## src/rtl/q5_17_2s_deser_pkg.sv

```systemverilog
// q5_17_2s_deser_pkg: shared types and constants for the serial-to-parallel
// collector that follows the serial two's-complement stage.
//   state_t             : collector FSM states
//   DESER_WIDTH_DEFAULT : default word width in bits
package q5_17_2s_deser_pkg;

  typedef enum logic {
    S_idle,
    S_collect
  } state_t;

  localparam int unsigned DESER_WIDTH_DEFAULT = 8;

endpackage

```

## src/rtl/q5_17_out_hold.sv

```systemverilog
// q5_17_out_hold: one-deep valid/ready holding register for completed words.
// A completed word loads when the register is empty or is being read on the
// same edge; otherwise the word is dropped and the sticky overrun flag sets.
// Ports:
//   clk, rst    : clock, asynchronous active-high reset
//   i_load      : a completed word is offered this cycle
//   i_word      : the completed word
//   i_ready     : consumer accepts o_word when o_valid is high
//   o_word      : held word, stable while o_valid && !i_ready
//   o_valid     : o_word holds an unread word
//   o_overrun   : sticky, a completed word was dropped
module q5_17_out_hold
  import q5_17_2s_deser_pkg::*;
#(
  parameter int unsigned WIDTH = DESER_WIDTH_DEFAULT
) (
  input  logic             clk,
  input  logic             rst,
  input  logic             i_load,
  input  logic [WIDTH-1:0] i_word,
  input  logic             i_ready,
  output logic [WIDTH-1:0] o_word,
  output logic             o_valid,
  output logic             o_overrun
);

  logic [WIDTH-1:0] r_word;
  logic             r_valid;
  logic             r_overrun;
  logic             w_can_load;

  // Slot is free if empty, or if the held word leaves on this same edge.
  assign w_can_load = !r_valid || i_ready;

  always_ff @(posedge clk or posedge rst) begin
    if (rst) begin
      r_word    <= '0;
      r_valid   <= 1'b0;
      r_overrun <= 1'b0;
    end else if (i_load) begin
      if (w_can_load) begin
        r_word  <= i_word;
        r_valid <= 1'b1;
      end else begin
        r_overrun <= 1'b1;
      end
    end else if (r_valid && i_ready) begin
      r_valid <= 1'b0;
    end
  end

  assign o_word    = r_word;
  assign o_valid   = r_valid;
  assign o_overrun = r_overrun;

endmodule

```

## src/rtl/q5_17_2s_deser.sv

```systemverilog
// q5_17_2s_deser: collects an LSB-first serial bit stream, framed by a start
// marker, into WIDTH-bit words presented on a valid/ready port.
// Ports:
//   clk, rst    : clock, asynchronous active-high reset
//   ser_in      : serial data bit, LSB first
//   ser_valid   : ser_in is valid this cycle
//   ser_start   : marks bit 0 of a word (only with ser_valid)
//   word_out    : assembled word, stable while word_valid is high and not read
//   word_valid  : word_out holds an unread word
//   word_ready  : consumer accepts on word_valid && word_ready
//   frame_err   : one-cycle pulse when a partial word is abandoned by a start
//   overrun     : sticky, a completed word was dropped
module q5_17_2s_deser
  import q5_17_2s_deser_pkg::*;
#(
  parameter int unsigned WIDTH = DESER_WIDTH_DEFAULT
) (
  input  logic             clk,
  input  logic             rst,
  input  logic             ser_in,
  input  logic             ser_valid,
  input  logic             ser_start,
  output logic [WIDTH-1:0] word_out,
  output logic             word_valid,
  input  logic             word_ready,
  output logic             frame_err,
  output logic             overrun
);

  localparam int unsigned     CW   = $clog2(WIDTH);
  localparam logic [CW-1:0]   LAST = CW'(WIDTH - 1);

  state_t           r_state;
  logic [CW-1:0]    r_cnt;
  logic [WIDTH-1:0] r_shift;
  logic             r_frame_err;

  logic             w_done;
  logic [WIDTH-1:0] w_word;

  // The final bit bypasses the shift register so the word is offered to the
  // holding register on the same edge that samples it.
  assign w_done = ser_valid && !ser_start && (r_state == S_collect) && (r_cnt == LAST);
  assign w_word = {ser_in, r_shift[WIDTH-2:0]};

  always_ff @(posedge clk or posedge rst) begin
    if (rst) begin
      r_state     <= S_idle;
      r_cnt       <= '0;
      r_shift     <= '0;
      r_frame_err <= 1'b0;
    end else begin
      r_frame_err <= 1'b0;
      if (ser_valid) begin
        case (r_state)
          S_idle: begin
            if (ser_start) begin
              r_shift[0] <= ser_in;
              r_cnt      <= CW'(1);
              r_state    <= S_collect;
            end
          end
          S_collect: begin
            if (ser_start) begin
              // A start always wins, even on what would be the last bit.
              r_frame_err <= 1'b1;
              r_shift[0]  <= ser_in;
              r_cnt       <= CW'(1);
            end else begin
              r_shift[r_cnt] <= ser_in;
              if (r_cnt == LAST) begin
                r_cnt   <= '0;
                r_state <= S_idle;
              end else begin
                r_cnt <= r_cnt + 1'b1;
              end
            end
          end
          default: r_state <= S_idle;
        endcase
      end
    end
  end

  assign frame_err = r_frame_err;

  q5_17_out_hold #(
    .WIDTH (WIDTH)
  ) u_out_hold (
    .clk       (clk),
    .rst       (rst),
    .i_load    (w_done),
    .i_word    (w_word),
    .i_ready   (word_ready),
    .o_word    (word_out),
    .o_valid   (word_valid),
    .o_overrun (overrun)
  );

endmodule
```

## config.mk

```make
export PLATFORM = sky130hd
export DESIGN_NAME = q5_17_2s_deser
export DESIGN_NICKNAME = d
export VERILOG_FILES = /design/src/rtl/q5_17_2s_deser_pkg.sv /design/src/rtl/q5_17_out_hold.sv /design/src/rtl/q5_17_2s_deser.sv
export SDC_FILE = /design/constraint.sdc
export NUM_CORES = 1
export LEC_CHECK = 0
export ABC_AREA = 1
export CORE_AREA = 2 2 49 51
export CTS_CLUSTER_DIAMETER = 80
export CTS_CLUSTER_SIZE = 12
export DETAILED_ROUTE_END_ITERATION = 12
export DIE_AREA = 0 0 51 53
export PLACE_DENSITY = 0.74
export SYNTH_ARGS = -nofsm -noshare
export SYNTH_HDL_FRONTEND = slang
export SYNTH_HIERARCHICAL = 1
export SYNTH_SLANG_ARGS = --single-unit
export TNS_END_PERCENT = 20
```

## constraint.sdc

```tcl
create_clock -name clk -period 1.91 [get_ports clk]
set_clock_uncertainty 0.15 [all_clocks]
set_input_delay 0.191 -clock clk [delete_from_list [all_inputs] [get_ports clk]]
set_output_delay 0.191 -clock clk [all_outputs]
set_load 0.005 [all_outputs]
```

# == Yosys cells after proc, flatten, opt, wreduce, memory -nomap -nowiden ==
# Cells that the tools add are included.
# classes
addsub,1
mul,0
div,0
order_cmp,2
eq_ne,3
shifts,0
muxes,19
bitwise,3
n_reduce_logical,14
# ops
cell,n
1-bit two-way mux,11
3-bit two-way mux,3
8-bit bitwise mux,1
2-bit AND reduction,4
3-bit case mux with 2 select lines,1
1-bit logical AND,5
3-bit by 4-bit < comparator with 1-bit output (second input constant),1
2-bit != test (second input constant),2
1-bit case mux with 2 select lines,2
3-bit by 1-bit adder with 3-bit output (second input constant),1
1-bit demux with 3-bit select,1
3-bit == test (second input constant),1
3-bit by 1-bit greater-or-equal comparator with 1-bit output (second input constant),1
1-bit inverter,3
3-bit AND reduction,1
1-bit logical NOT,2
2-bit nonzero test,1
1-bit logical OR,1
# totals
reg_bits,23
latchBits,0
mem_bits_rw,0
rom_bits,0
input_bits,6
out_inout_bits,11
word_cells,50
memories,0

# == Logic depth before layout (Yosys ltp) ==
# Gate-level depths: netlist (run 1).
# logic_depth
depth_word,7
ltp_mapped,8
depth_no_buf,7

# == Hierarchy ==
# Netlist (run 1), hierarchy kept.
# modules_own_cells
module,n_inst,cells_each,area_each_um2,seq_area_each_um2
q5_17_2s_deser,1,71,583.1,300.3
q5_17_out_hold,1,43,470.5,250.2

# == Worst setup path after synthesis (run 1) ==
# No wires, ideal clock.
# synth_path
kind,register to register
start,register r_cnt[0]
end,"register u_out_hold.r_word[0], in the netlist u_out_hold/o_word[0]"
setup_ns,0.116
arrival_time_ns,1.308
t_required_ns,1.644
slack_ns,0.335
path_stages_with_launch,9
n_path_buf,1
period_less_slack_ns,1.575
path_cell_list,dfrtp_1 ha_1 ha_1 nand2_1 nor3_1 buf_6 nand2_4 nand2_1 nand2_1
# synth_via
elab_chain_cells,3
# synth_lines
item,line,rtl
start: declaration,q5_17_2s_deser.sv:34,logic [CW-1:0] r_cnt;
start signal: assignment,q5_17_2s_deser.sv:75,r_cnt <= r_cnt + 1'b1;
3-bit == test,q5_17_2s_deser.sv:43,assign w_done = ser_valid && !ser_start && (r_state == S_collect) && (r_cnt == LAST);
1-bit logical AND,q5_17_2s_deser.sv:43,
net w_done,q5_17_2s_deser.sv:38,logic w_done;
2-bit AND reduction (no source line),-,
end signal: assignment,q5_17_out_hold.sv:42,r_word <= i_word;
end: declaration,q5_17_out_hold.sv:27,logic [WIDTH-1:0] r_word;
# The timed path passes the listed nets, and every way through them passes these cells.
# A chain may end at the register's enable or synchronous reset.

# == Final worst setup path (run 1) ==
# layout_path
start,register r_cnt[0]
end,"register u_out_hold.r_word[1], in the netlist u_out_hold/o_word[1]"
# The elaborated chain is that of the path after synthesis.

==> run_results.csv, run 1 <==
group,metric,value,unit
power_and_ir_drop,p_leak,0.000644,uW
drt,vias,790,
cts,post_cts_buffers,0,
yosys,synth-async-reset-ratio,1.00,
drt,drt_wl_total,1780,um
grt,grt_pass1_vias,767,
die,fp.coreArea,2150,um2
placed_design,dp.cells,157,
cts,insertion_delay,0.30,ns
critical_path,crit_path_end_kind,"flop",
yosys,syn_inst,114,
drt,drc,0,
yosys,yosys-top-cells-count,"nand2_1 (36), dfrtp_1 (22), inv_1 (11), nand3_1 (8), nand3_2 (8)",
outcome,status,"finished clean",
placed_design,gp_congestion,0.771,
drt,viasPerCell,4.91,
die,boundaryPins,17,
critical_path,cp-startpoint,"r_cnt[0]",
finish,fin_area,1280,um2
finish,register_area,551,um2
finish,drive_gt1_frac,0.158,
timing,fin_setup_tns,0,ns
power_and_ir_drop,power_density,892,nW/um2
finish,fin_nets,143,
yosys,ys.flop_type,"dfrtp_1",
grt,grt_max_degree,14,
grt,grt_antenna_before_repair,0,
finish,area_delta_synth_final,21.7,%
drt,ant_nets,0,
critical_path,cp-endpoint,"u_out_hold/o_word[1]",
power_and_ir_drop,power_frac_seq,0.533,
yosys,yosys.cell_types.count,18,
placed_design,dp_hpwl,1440,um
finish,final_core_util,0.597,
timing,fin_crit,1.72,ns
power_and_ir_drop,switching_share,0.262,
critical_path,cp.arrival,1.77,ns
timing,slew_violations,0,
yosys,yosys-top-cells-area,"dfrtp_1 (52%), nand2_1 (13%), nand3_2 (7.6%)",
critical_path,critical_path_class,"reg2reg",
power_and_ir_drop,switchingPower,300,uW
power_and_ir_drop,clock_power_share,0.303,
yosys,synth_edf_count,0,
critical_path,crit_path_max_fanout,10,
die,fp.dieH,53,um
power_and_ir_drop,pwr-share-comb,0.164,
timing,slew_headroom,0.713,
yosys,synth_seq_cells,22,
yosys,syn_avg_cell_area,9.24,um2
placed_design,placed_area,1230,um2
finish,fillers,198,
cts,numCtsBuffers,3,
critical_path,r2r_start,"r_cnt[0]",
cts,ctsHoldBuffers,0,
cts,cts_tree,"built",
timing,max_freq,0.581,GHz
timing,setup_viol,0,
finish,diodes,0,
finish,fin_cells,161,
worst_hold_path,hold_path.class,"in2async",
grt,grtUsageTotal,0.163,
critical_path,ff2ff_setup_slack,0.19,ns
grt,gr-total-overflow,0,
yosys,netlist.area_leader.share,0.523,
finish,multiInputGateArea,428,um2
yosys,netlist_area,1050,um2
cts,cts.repair.resized,0,
drt,drt_iter0_markers,11,
timing,hold_viol,0,
critical_path,slowest_stage,"dfrtp_1",
timing,finalCritPeriodShare,0.901,
die,initial_core_util,0.490,
cts,cts.sinks,22,
critical_path,crit_required,1.96,ns
die,die_area,2700,um2
yosys,synth_largest_area_cell,"dfrtp_1",
timing,rsz0062_at_grt,"no",
critical_path,path_cells,"ha_1 > ha_1 > nand2_1 > nor3_2 > buf_4 > nand2_4 > nand2_1 > nand2_1",
placed_design,io_buffers,16,
power_and_ir_drop,p_int,844,uW
drt,wire_per_inst,11.1,um
critical_path,rr_endpoint,"u_out_hold/o_word[1]",
cts,clkSlewWorstSetupHoldPaths,0.12,ns
yosys,synth_nets,123,
drt,dr.pass1.iters,4,
yosys,ys_warn_count,6,
critical_path,path_common_cell,"nand2_1",
cts,htree_levels,1,
timing,tightest_slew,0.430,ns
yosys,synth-seq-area-share,0.523,
die,rows,17,
grt,grt_pass1_wl,3230,um
critical_path,critPathLaunchType,"flop",
flow_run,maxCapViolCount,0,
power_and_ir_drop,ir_worst_vdd,598,uV
cts,cts_root_buf,"clkbuf_4",
yosys,synthMostInstantiatedCell,"nand2_1",
die,die_w,51,um
critical_path,cpPeakStageDelay,0.47,ns
critical_path,r2r_cells,8,
cts,cts_buffer_depth,2,
-- routing by layer --
| metal | GRT usage | up-vias | wire [um] |
|---|---|---|---|
| li1 | - | 403 | - |
| met1 | 0.189 | 363 | 758 |
| met2 | 0.294 | 24 | 917 |
| met3 | 0.0282 | 0 | 104 |
| met4 | 0.0721 | 0 | 0 |
| met5 | 0 | - | 0 |
-- stage by stage --
stage | setup WS, ns | total power [uW] | hold WS [ns]
floorplan | 0.335 | 725 | -0.119
global placement | 0.259 | 796 | 0.306
detailed placement | 0.214 | 810 | 0.308
CTS | 0.196 | 1160 | 0.0230
global route | 0.0353 | 1220 | 0.0623
finish | 0.188 | 1140 | 0.0177
-- critical path: cells and delay by family (launching register included) --
kind | cells | cell delay [ns]
adders and majority gates | 2 | 0.37
DFF | 1 | 0.47
and+or+nand+nor | 5 | 0.40
buffers and inverters | 1 | 0.23
-- cell type report --
cell class | count | area share
repair buffers | 17 | 0.131
multi-input cells | 77 | 0.334
inverters | 13 | 0.0380
well taps | 28 | 0.0273
flip-flops and latches | 22 | 0.429
clock inverters | 1 | 0.0234
clock buffers | 3 | 0.0176
-- worst min-delay path by stage --
stage / startpoint / slack, ns / endpoint / cells past startpoint
floorplan: rst / -0.12 / u_out_hold/o_overrun / 1
global placement: u_out_hold/o_overrun / 0.31 / u_out_hold/o_overrun / 1
detailed placement: u_out_hold/o_overrun / 0.31 / u_out_hold/o_overrun / 1
CTS: rst / 0.02 / u_out_hold/o_word[5] / 2
global route: rst / 0.06 / u_out_hold/o_word[5] / 2
finish: rst / 0.02 / u_out_hold/o_word[5] / 2
-- power by group through the flow --
| stage | Clock (uW) | Combinational [uW] | Sequential, uW |
|---|---|---|---|
| after floorplan | 0 | 120 | 605 |
| after global placement | 0 | 180 | 615 |
| after detailed placement | 0 | 190 | 620 |
| after CTS | 358 | 191 | 610 |
| after global routing | 376 | 223 | 621 |
| final | 346 | 188 | 610 |
-- sequential cells by signal, summed over array words and instances (netlist names) --
signal                cells
u_out_hold/o_valid        1
r_state                   1
r_cnt                     3
frame_err                 1
u_out_hold/o_overrun      1
r_shift                   7
u_out_hold/o_word         8
-- cells in the final DEF (no fill, tap or decap) --
| cell type | synthesis | final |
|---|---|---|
| buf_4 | 0 | 1 |
| bufinv_16 | 0 | 1 |
| clkbuf_4 | 0 | 3 |
| clkdlybuf4s50_1 | 0 | 16 |
| dfrtp_1 | 22 | 22 |
| ha_1 | 3 | 3 |
| inv_1 | 11 | 11 |
| inv_2 | 2 | 2 |
| nand2_1 | 36 | 36 |
| nand2_2 | 1 | 1 |
| nand2_4 | 2 | 2 |
| nand3_1 | 8 | 8 |
| nand3_2 | 8 | 8 |
| nor2_1 | 7 | 7 |
| nor2_4 | 1 | 1 |
| nor3_2 | 0 | 1 |
| o211ai_1 | 1 | 1 |
| o21ai_0 | 3 | 3 |
| o21ai_1 | 5 | 5 |
| o21bai_2 | 1 | 1 |
-- kinds of logic after synthesis --
family	after synthesis	share of synthesized area
AND/OR/NAND/NOR	64	0.310
flip-flops	22	0.523
AO/OA/AOI/OAI	10	0.0558
adder cells (fa/ha/maj)	3	0.0356
buffers and inverters	15	0.0760
Note: power is estimated with default switching activity, not from simulation.
==> run 2, diff against run 1 <==
- ABC_CLOCK_PERIOD_IN_PS: not set -> 1910
- CTS_CLUSTER_SIZE: 12 -> 30
- GPL_ROUTABILITY_DRIVEN: not set -> 1
==> results of run 2 <==
The final DEF is identical to that of run 1; final timing and power are the same.
